File: config.mk
export PLATFORM = sky130hd
export DESIGN_NAME = sha256_msg_sched
export DESIGN_NICKNAME = d
export VERILOG_FILES = /design/src/rtl/sha256_msg_sched.sv
export SDC_FILE = /design/constraint.sdc
export NUM_CORES = 1
export LEC_CHECK = 0
export ABC_CLOCK_PERIOD_IN_PS = 4200
export CAP_MARGIN = 5
export CORE_ASPECT_RATIO = 1.75
export CORE_UTILIZATION = 45
export CTS_CLUSTER_SIZE = 40
export DETAILED_ROUTE_END_ITERATION = 16
export DONT_BUFFER_PORTS = 1
export PLACE_DENSITY = 0.59
export SYNTH_ARGS = -nofsm -noshare
export SYNTH_HDL_FRONTEND = slang
export SYNTH_SLANG_ARGS = --single-unit
File: constraint.sdc
create_clock -name clk -period 4.2 [get_ports clk]
set_input_delay 0.42 -clock clk [delete_from_list [all_inputs] [get_ports clk]]
set_output_delay 0.42 -clock clk [all_outputs]
set_load 0.1 [all_outputs]
File: src/rtl/sha256_msg_sched.sv
// SHA-256 message-schedule expander: loads 16 words, then streams W[0..63] from a 16-word sliding window.
// Define SHA256_SCHED_LAST_EN to add the out_last port flagging W[63].
module sha256_msg_sched (
  input  logic        clk,
  input  logic        rst_n,
  input  logic        in_valid,
  output logic        in_ready,
  input  logic [31:0] in_data,
  output logic        out_valid,
  input  logic        out_ready,
  output logic [31:0] out_data,
  output logic [5:0]  out_idx,
`ifdef SHA256_SCHED_LAST_EN
  output logic        out_last,
`endif
  output logic        busy
);

  typedef enum logic {LOAD = 1'b0, STREAM = 1'b1} state_e;

  state_e            state_q, state_d;
  logic [15:0][31:0] w_q, w_d;
  logic [5:0]        cnt_q, cnt_d;
  logic [31:0]       w_next;

  function automatic logic [31:0] rotr(input logic [31:0] x, input int unsigned n);
    return (x >> n) | (x << (32 - n));
  endfunction

  function automatic logic [31:0] sig0(input logic [31:0] x);
    return rotr(x, 7) ^ rotr(x, 18) ^ (x >> 3);
  endfunction

  function automatic logic [31:0] sig1(input logic [31:0] x);
    return rotr(x, 17) ^ rotr(x, 19) ^ (x >> 10);
  endfunction

  // w[i] holds W[t+i], so W[t+16] needs w[14], w[9], w[1], w[0]
  assign w_next = sig1(w_q[14]) + w_q[9] + sig0(w_q[1]) + w_q[0];

  always_comb begin
    state_d = state_q;
    cnt_d   = cnt_q;
    w_d     = w_q;
    unique case (state_q)
      LOAD: begin
        if (in_valid) begin
          w_d   = {in_data, w_q[15:1]};
          cnt_d = cnt_q + 6'd1;
          if (cnt_q == 6'd15) begin
            cnt_d   = '0;
            state_d = STREAM;
          end
        end
      end
      STREAM: begin
        // words appended past t=47 are never emitted; shifting anyway keeps the path uniform
        if (out_ready) begin
          w_d   = {w_next, w_q[15:1]};
          cnt_d = cnt_q + 6'd1;
          if (cnt_q == 6'd63) begin
            cnt_d   = '0;
            state_d = LOAD;
          end
        end
      end
      default: ;
    endcase
  end

  always_ff @(posedge clk or negedge rst_n) begin
    if (!rst_n) begin
      state_q <= LOAD;
      cnt_q   <= '0;
      w_q     <= '0;
    end else begin
      state_q <= state_d;
      cnt_q   <= cnt_d;
      w_q     <= w_d;
    end
  end

  assign in_ready  = (state_q == LOAD);
  assign out_valid = (state_q == STREAM);
  assign busy      = (state_q == STREAM);
  assign out_data  = w_q[0];
  assign out_idx   = cnt_q;
`ifdef SHA256_SCHED_LAST_EN
  assign out_last  = out_valid & (cnt_q == 6'd63);
`endif

endmodule

==> metrics.md <==
| Metric | Value |
|---|---|
| Layout Nets | ~2.9k |
| Final Hold Vio Count | 90 |
| Number of remaining DRC errors | 0 |
| Initial DRC count | 1,399 |
| Critical path arrival | 4650 ps |
| Die W | 177 um |
| Crit path setup slack, layout | between 40 and 50 ps |
| Combinational Power Share | 0.560 |
| CTS Hold Buffers Added | 13 |
| Layout cell share with drive strength beyond 1 | 0.0959 |
| Worst Clk Skew | approximately 19 ps |
| Core Rows | about 110 |
| Clock tree sinks | between 500 and 600 |
| Largest net degree at the start of global routing | 520 |
| Drt pass-1 iters | 5 |
| Dpl hpwl | 48,400 um |
| Cell variety after synth | 61 |
| Max Slew Vio Count | around 470 |
| Outcome | complete, but fails checks |
| WL per Instance | 19.5 um |
| Min-delay worst type | primary input to asynchronous set/reset pin |
| Design internal power | roughly 0.015 W |
| Nature of the critical path startpoint | register |
| Sequential share of the synthesized area | 0.539 |
| First-pass GRT wire length | around 100,000 um |
| Vias per Instance | 5.09 |
| Area grow syn2layout | 13.8% |
| Hold WS | -470 ps |
| Async set-reset flop share out of synthesis | 1.00 |
| Initial core utilization | 0.458 |
| Initial antenna violation count | 1 |
| Final setup TNS | 0 ps |
| I/O pins | 77 |
| Most common cell after layout, fill and taps aside | nand2_1 |
| GP Congestion | between 0.9 and 1 |
| Critical Path Fanout Max | 2 |
| Most frequent cells in the layout | nand2_1, dfrtp_1, o21ai_0 |
| Setup violators final | 0 |
| Worst-margin pin slew | 3810 ps |
| Sw Ratio | 0.447 |
| Cells after synthesis | 2,727 |
| LEAKAGE | 14.3 nW |
| Max Cap Violations | 0 |
| Cts bufs inserted | 50 |
| Vias | 17.7k |
| Worst setup EP type | register |
| Required @ worst endpoint | 4690 ps |
| Total Power | between 0.02 and 0.03 W |
| Mapped cell area | 24,100 um2 |
| Synthesis Warnings | 0 |
| Max rail drop VDD | between 1000 and 1500 uV |
| Crit path kind | register to register |
| Clk pwr share | 0.167 |
| Sequential Power Share | 0.274 |
| DIE AREA | 54,500 um2 |
| Failing checks | negative hold slack, max-slew violations |
| Cell Pwr Density | 1010 nW/um2 |
| Peak Freq | 241 MHz |
| GRT overflow | 0 |
| Number of buffers added on ports | 0 |
| Yosys reg bits | ~520 |
| Max Buffers Root-to-Sink | 3 |
| Final min period | 4150 ps |
| Clock transition at path regs | ~70 ps |
| CTS tree | yes |
| Gr usage total | 0.258 |
| Die Y-Extent | around 310 um |
| Number of enable flip-flop cells after synthesis | 0 |
| Syn Area/Cell | 8.84 um2 |
| Clk_lat worst skew | 590 ps |
| Syn Nets | 2,857 |
| Main synth FF type | dfrtp_1 |
| Antenna Nets Post-Route | 0 |
| Core Util, Final | 0.521 |
| Detailed Route WL | 67,700 um |
| Root buffer cell | clkbuf_16 |
| Switch Pwr | between 0.01 and 0.015 W |
| Vias in the first global route | about 18k |
| RSZ-0062 raised after global routing | true |
| Relative slew margins | -1.54 |
| Core area | 52,600 um2 |
| H-tree Lvls | 2 |
| Post-place setup slack | -49.1 ps |
| Crit share post-route | 0.988 |
-- per-stage QoR --
stage	std cells	hold WS, ps	area [um2]
3_3_place_gp	3364	134	25400
3_5_place_dp	3364	133	25400
5_1_grt	3472	-488	27400
4_1_cts	3469	-491	27200
2_1_floorplan	2727	124	24100
6_report	3473	-470	27400
-- final cells by class --
| cell class | instances | area, um2 |
|---|---|---|
| clock buffer | 69 | 1410 |
| inverter | 131 | 492 |
| antenna | 1 | 2.50 |
| sequential | 519 | 13000 |
| clock inverter | 23 | 246 |
| timing repair buffer | 144 | 1240 |
| multi-input combinational | 1908 | 10200 |
| fill | 4936 | 25200 |
| tap | 678 | 848 |
-- per-layer routing --
metal	global-route usage	wire [um]	up-vias
met5	0	0	-
met3	0.0306	2080	127
met4	0.119	3340	0
li1	-	-	8486
met1	0.324	28100	8760
met2	0.441	34200	309
-- power groups by stage --
stage / logic (W) / registers [W] / clock network, W
after floorplan: 0.00912 / 0.00754 / 0
after global placement: 0.0145 / 0.00759 / 0
after detailed placement: 0.0146 / 0.00764 / 0
after CTS: 0.0149 / 0.00755 / 0.00473
after global routing: 0.0170 / 0.00770 / 0.00489
final: 0.0155 / 0.00757 / 0.00462
-- Yosys cell counts (all sizes together), types with 2 or more instances --
cell / count / area (um2)
or4: 4 / 33.8
mux2: 8 / 90.1
a22oi: 14 / 105
o211a: 2 / 20.0
o22ai: 8 / 50.1
nand2b: 3 / 18.8
o31a: 2 / 17.5
a211oi: 5 / 42.5
o21ai: 136 / 684
and2: 4 / 25.0
and3: 4 / 25.0
ha: 32 / 400
a21oi: 42 / 210
a21o: 7 / 52.6
nand4: 7 / 43.8
o2111ai: 2 / 17.5
or3: 5 / 31.3
nor2: 32 / 120
a221oi: 2 / 23.8
o21a: 6 / 45.0
dfrtp: 519 / 13000
o31ai: 3 / 22.5
buf: 17 / 76.3
a31oi: 6 / 37.5
o21bai: 3 / 22.5
a41oi: 2 / 17.5
mux2i: 10 / 100
xnor2: 84 / 736
or2: 2 / 12.5
nor3: 15 / 75.1
o211ai: 2 / 15.0
o221ai: 3 / 26.3
nand3: 10 / 50.1
nor2b: 5 / 38.8
clkbuf: 152 / 571
a221o: 2 / 20.0
nor4: 5 / 31.3
nand2: 1305 / 4900
inv: 131 / 492
xor2: 53 / 464
fa: 62 / 1240
-- critical path: stages, from the launching register on --
cell and delay [ps]:
dfrtp_1 410, xor2_1 180, xnor2_1 190, fa_1 480, fa_1 550, inv_1 50, ha_2 180, inv_2 50
fa_2 230, nor2b_4 50, o31a_1 300, o211a_1 250, or4_4 450, a21oi_4 170, mux2_4 310, a221oi_2 200
-- final timing paths --
| check | slack [ps] | cells after the start | endpoint | from |
|---|---|---|---|---|
| max | 50 | 15 | w_q[509] | w_q[468] |
| min | -470 | 0 | out_idx[3] | rst_n |
| max reg2reg | 50 | 15 | w_q[509] | w_q[468] |
| min reg2reg | 460 | 2 | w_q[450] | w_q[482] |
| max in group asynchronous | 1480 | 0 | w_q[475] | rst_n |
| min in group clk | 20 | 2 | w_q[498] | in_data[18] |
-- timing repair --
action                     4_1_cts  5_1_grt
setup endpoints to repair        3       12
gates resized for setup          8       30
hold endpoints to repair       532      519
gates cloned                     0        0
setup buffers                    0        3
pin swaps                        8       13
-- sequential cells by signal (all words and copies together), names as in the netlist --
| name | cells |
|---|---|
| busy | 1 |
| out_data | 32 |
| out_idx | 6 |
| w_q | 480 |
-- cell families (layout without fill, tap and decap cells) --
group                    Yosys count  in the layout  synth area share
XOR/XNOR                         137            137            0.0498
AND/OR/NAND/NOR                 1406           1406             0.226
flip-flops                       519            519             0.539
AO/OA/AOI/OAI                    253            253            0.0620
adder cells (fa/ha/maj)           94             94            0.0681
multiplexers                      18             18           0.00789
other                              0              1                 0
buffers and inverters            300            367            0.0472
(Power assumes the default switching activity.)
==> edit (same flow settings) <==
Take the reset off `w_q` and load it in a clocked block of its own.
--- a/src/rtl/sha256_msg_sched.sv
+++ b/src/rtl/sha256_msg_sched.sv
@@ -74,3 +74,2 @@
       cnt_q   <= '0;
-      w_q     <= '0;
     end else begin
@@ -78,4 +77,7 @@
       cnt_q   <= cnt_d;
-      w_q     <= w_d;
     end
+  end
+
+  always_ff @(posedge clk) begin
+    w_q <= w_d;
   end
Function: no difference found for any inputs over 4 cycles, from zero or initial values and one cycle with rst_n low; that may be too few to reach the edited logic, so the function may still have changed.
==> edit against the unedited design <==
  * The run ends with negative setup slack left
  * Routed wire length down 34%
  * Synthesized area shrank 15%
  * Clock skew up 0.0044 ns
  * Sequential cell count unchanged
  * Cell area is 9.5% lower
  * Setup slack got worse by 0.22 ns
  * Synthesized cell count fell by 58%
  * Core utilization is 3.1 points higher
Power is left out: the tool's default activity adds up to more than one toggle a clock period on the data nets, which glitch-free logic cannot reach.
==> edit: results (changes against the unedited design) <==
| Metric | Value |
|---|---|
| DR WL/cell | 22.9 um (+18%) |
| Multiplexer area fraction after synthesis | 1.09% (+0.30 points) |
| # diodes | 0 (-1) |
| Syn Area/Cell | 17.9 um^2 (+100%) |
| Crit path capture | w_q[510]$_DFFE_PP_ |
| Filler cell count | 3,499 (-29%) |
| Vias in the first global route | 10,200 (-42%) |
| Failing checks | negative setup slack |
| Top Layer Used | met4 |
| Critical path fanouts, max | 3 (+1) |
| Initial antenna violation count | 0 (-1) |
| Hold Crit Class | in2reg |
| First-pass iteration count of the detailed router | 7 (+2) |
| DP Worst Slack | -0.358 ns (-0.309 ns) |
| Wl on met1 | 17.6 mm (-37%) |
| GR Layer Usage met2 | 33.3% (-11 points) |
| Met2 routed wirelength | 22.8 mm (-33%) |
| First-pass GRT wire length | 65.3 mm (-38%) |
| Routability Congestion | 0.894 (-4.0%) |
| Met3 Wirelength | 1.50 mm (-28%) |
| Layout cells sized above 1 | 25.3% (+16 points) |
| CP max stage delay | 0.51 ns (-0.04 ns) |
| DR vias/cell | 5.03 (-1.1%) |
| Max_slew headroom | 23.8% (+180 points) |
| R2r setup slk | -0.17 ns (-0.22 ns) |
| Placement Cell Area | 0.0224 mm^2 (-12%) |
| R2R cell count | 16 (+1) |
| CTS buffer count | 48 (-4.0%) |
| Met3 Resource Use GR | 2.83% (-0.23 points) |
| DP HPWL | 31.7 mm (-34%) |
| Placed cell count | 1,844 (-45%) |
| Share of the yosys chip area belonging to registers | 75.9% (+22 points) |
| Status | complete, but fails checks |
| # nets final | 1,473 (-49%) |
| Hold-fix buffers, CTS | 1 (-12) |
| Worst hold slack | 0.0369 ns (+0.507 ns) |
| Syn Nets | 1,274 (-55%) |
| Post-synth EDFFs | 512 (+512) |
| Post-synth cell types | 54 (-11%) |
| Starting DRT DRC Count | 832 (-41%) |
| R2R Path Start | w_q[470]$_DFFE_PP_ |
| Post-synthesis adder-cell area fraction | 8.01% (+1.2 points) |
| DR vias | 9,858 (-44%) |
| Primary FF master, synth | edfxtp_1 |
| Clk_lat worst skew | 0.59 ns (about the same) |
| Xor/xnor share of the synthesized area | 6.03% (+1.0 points) |
| Ys async rst share | 1.35% (-99 points) |
| TNS Setup | -0.903 ns (-0.903 ns) |
| Final Worst Setup Slack | -0.172 ns (-0.220 ns) |
| Met1 Resource Use GR | 24.4% (-8.0 points) |
| Root buffer cell | clkbuf_16 |
| Synth Area in Compound Gates | 3.77% (-2.4 points) |
| Post-cts resize count | 36 (+28) |
| Final setup vio count | 12 (+12) |
| Crit path DAT | 4.78 ns (+0.13 ns) |
-- edit: cell count changes in the layout (fill, tap and decap cells not counted), moves of 11 or more --
cell and delta:
nand2_1 -1264, edfxtp_1 +512, dfrtp_1 -502, o21ai_0 -118
buf_4 +27, a21oi_1 -14, a22oi_1 -13, dlygate4sd3_1 -12
dfrtp_2 -11, inv_1 -11
-- edit: worst register-to-register path: cells and delay by family (launching register included) --
family | cells | cell delay [ns]
AO/OA/AOI/OAI | 5 | 1.03
adder cells (fa/ha/maj) | 3 | 1.26
flip-flops | 1 | 0.41
XOR/XNOR | 2 | 0.46
buffers and inverters | 3 | 0.32
AND/OR/NAND/NOR | 3 | 0.72
-- edit: final cells by class --
class	count	area (um^2)	area share (%)
Clock inverter	36	427	1.72
Inverter	130	504	2.03
Clock buffer	52	1240	4.99
Sequential cell	519	15600	62.7
Tap cell	577	722	2.91
Multi-Input combinational cell	482	5050	20.4
Timing Repair Buffer	162	1320	5.30
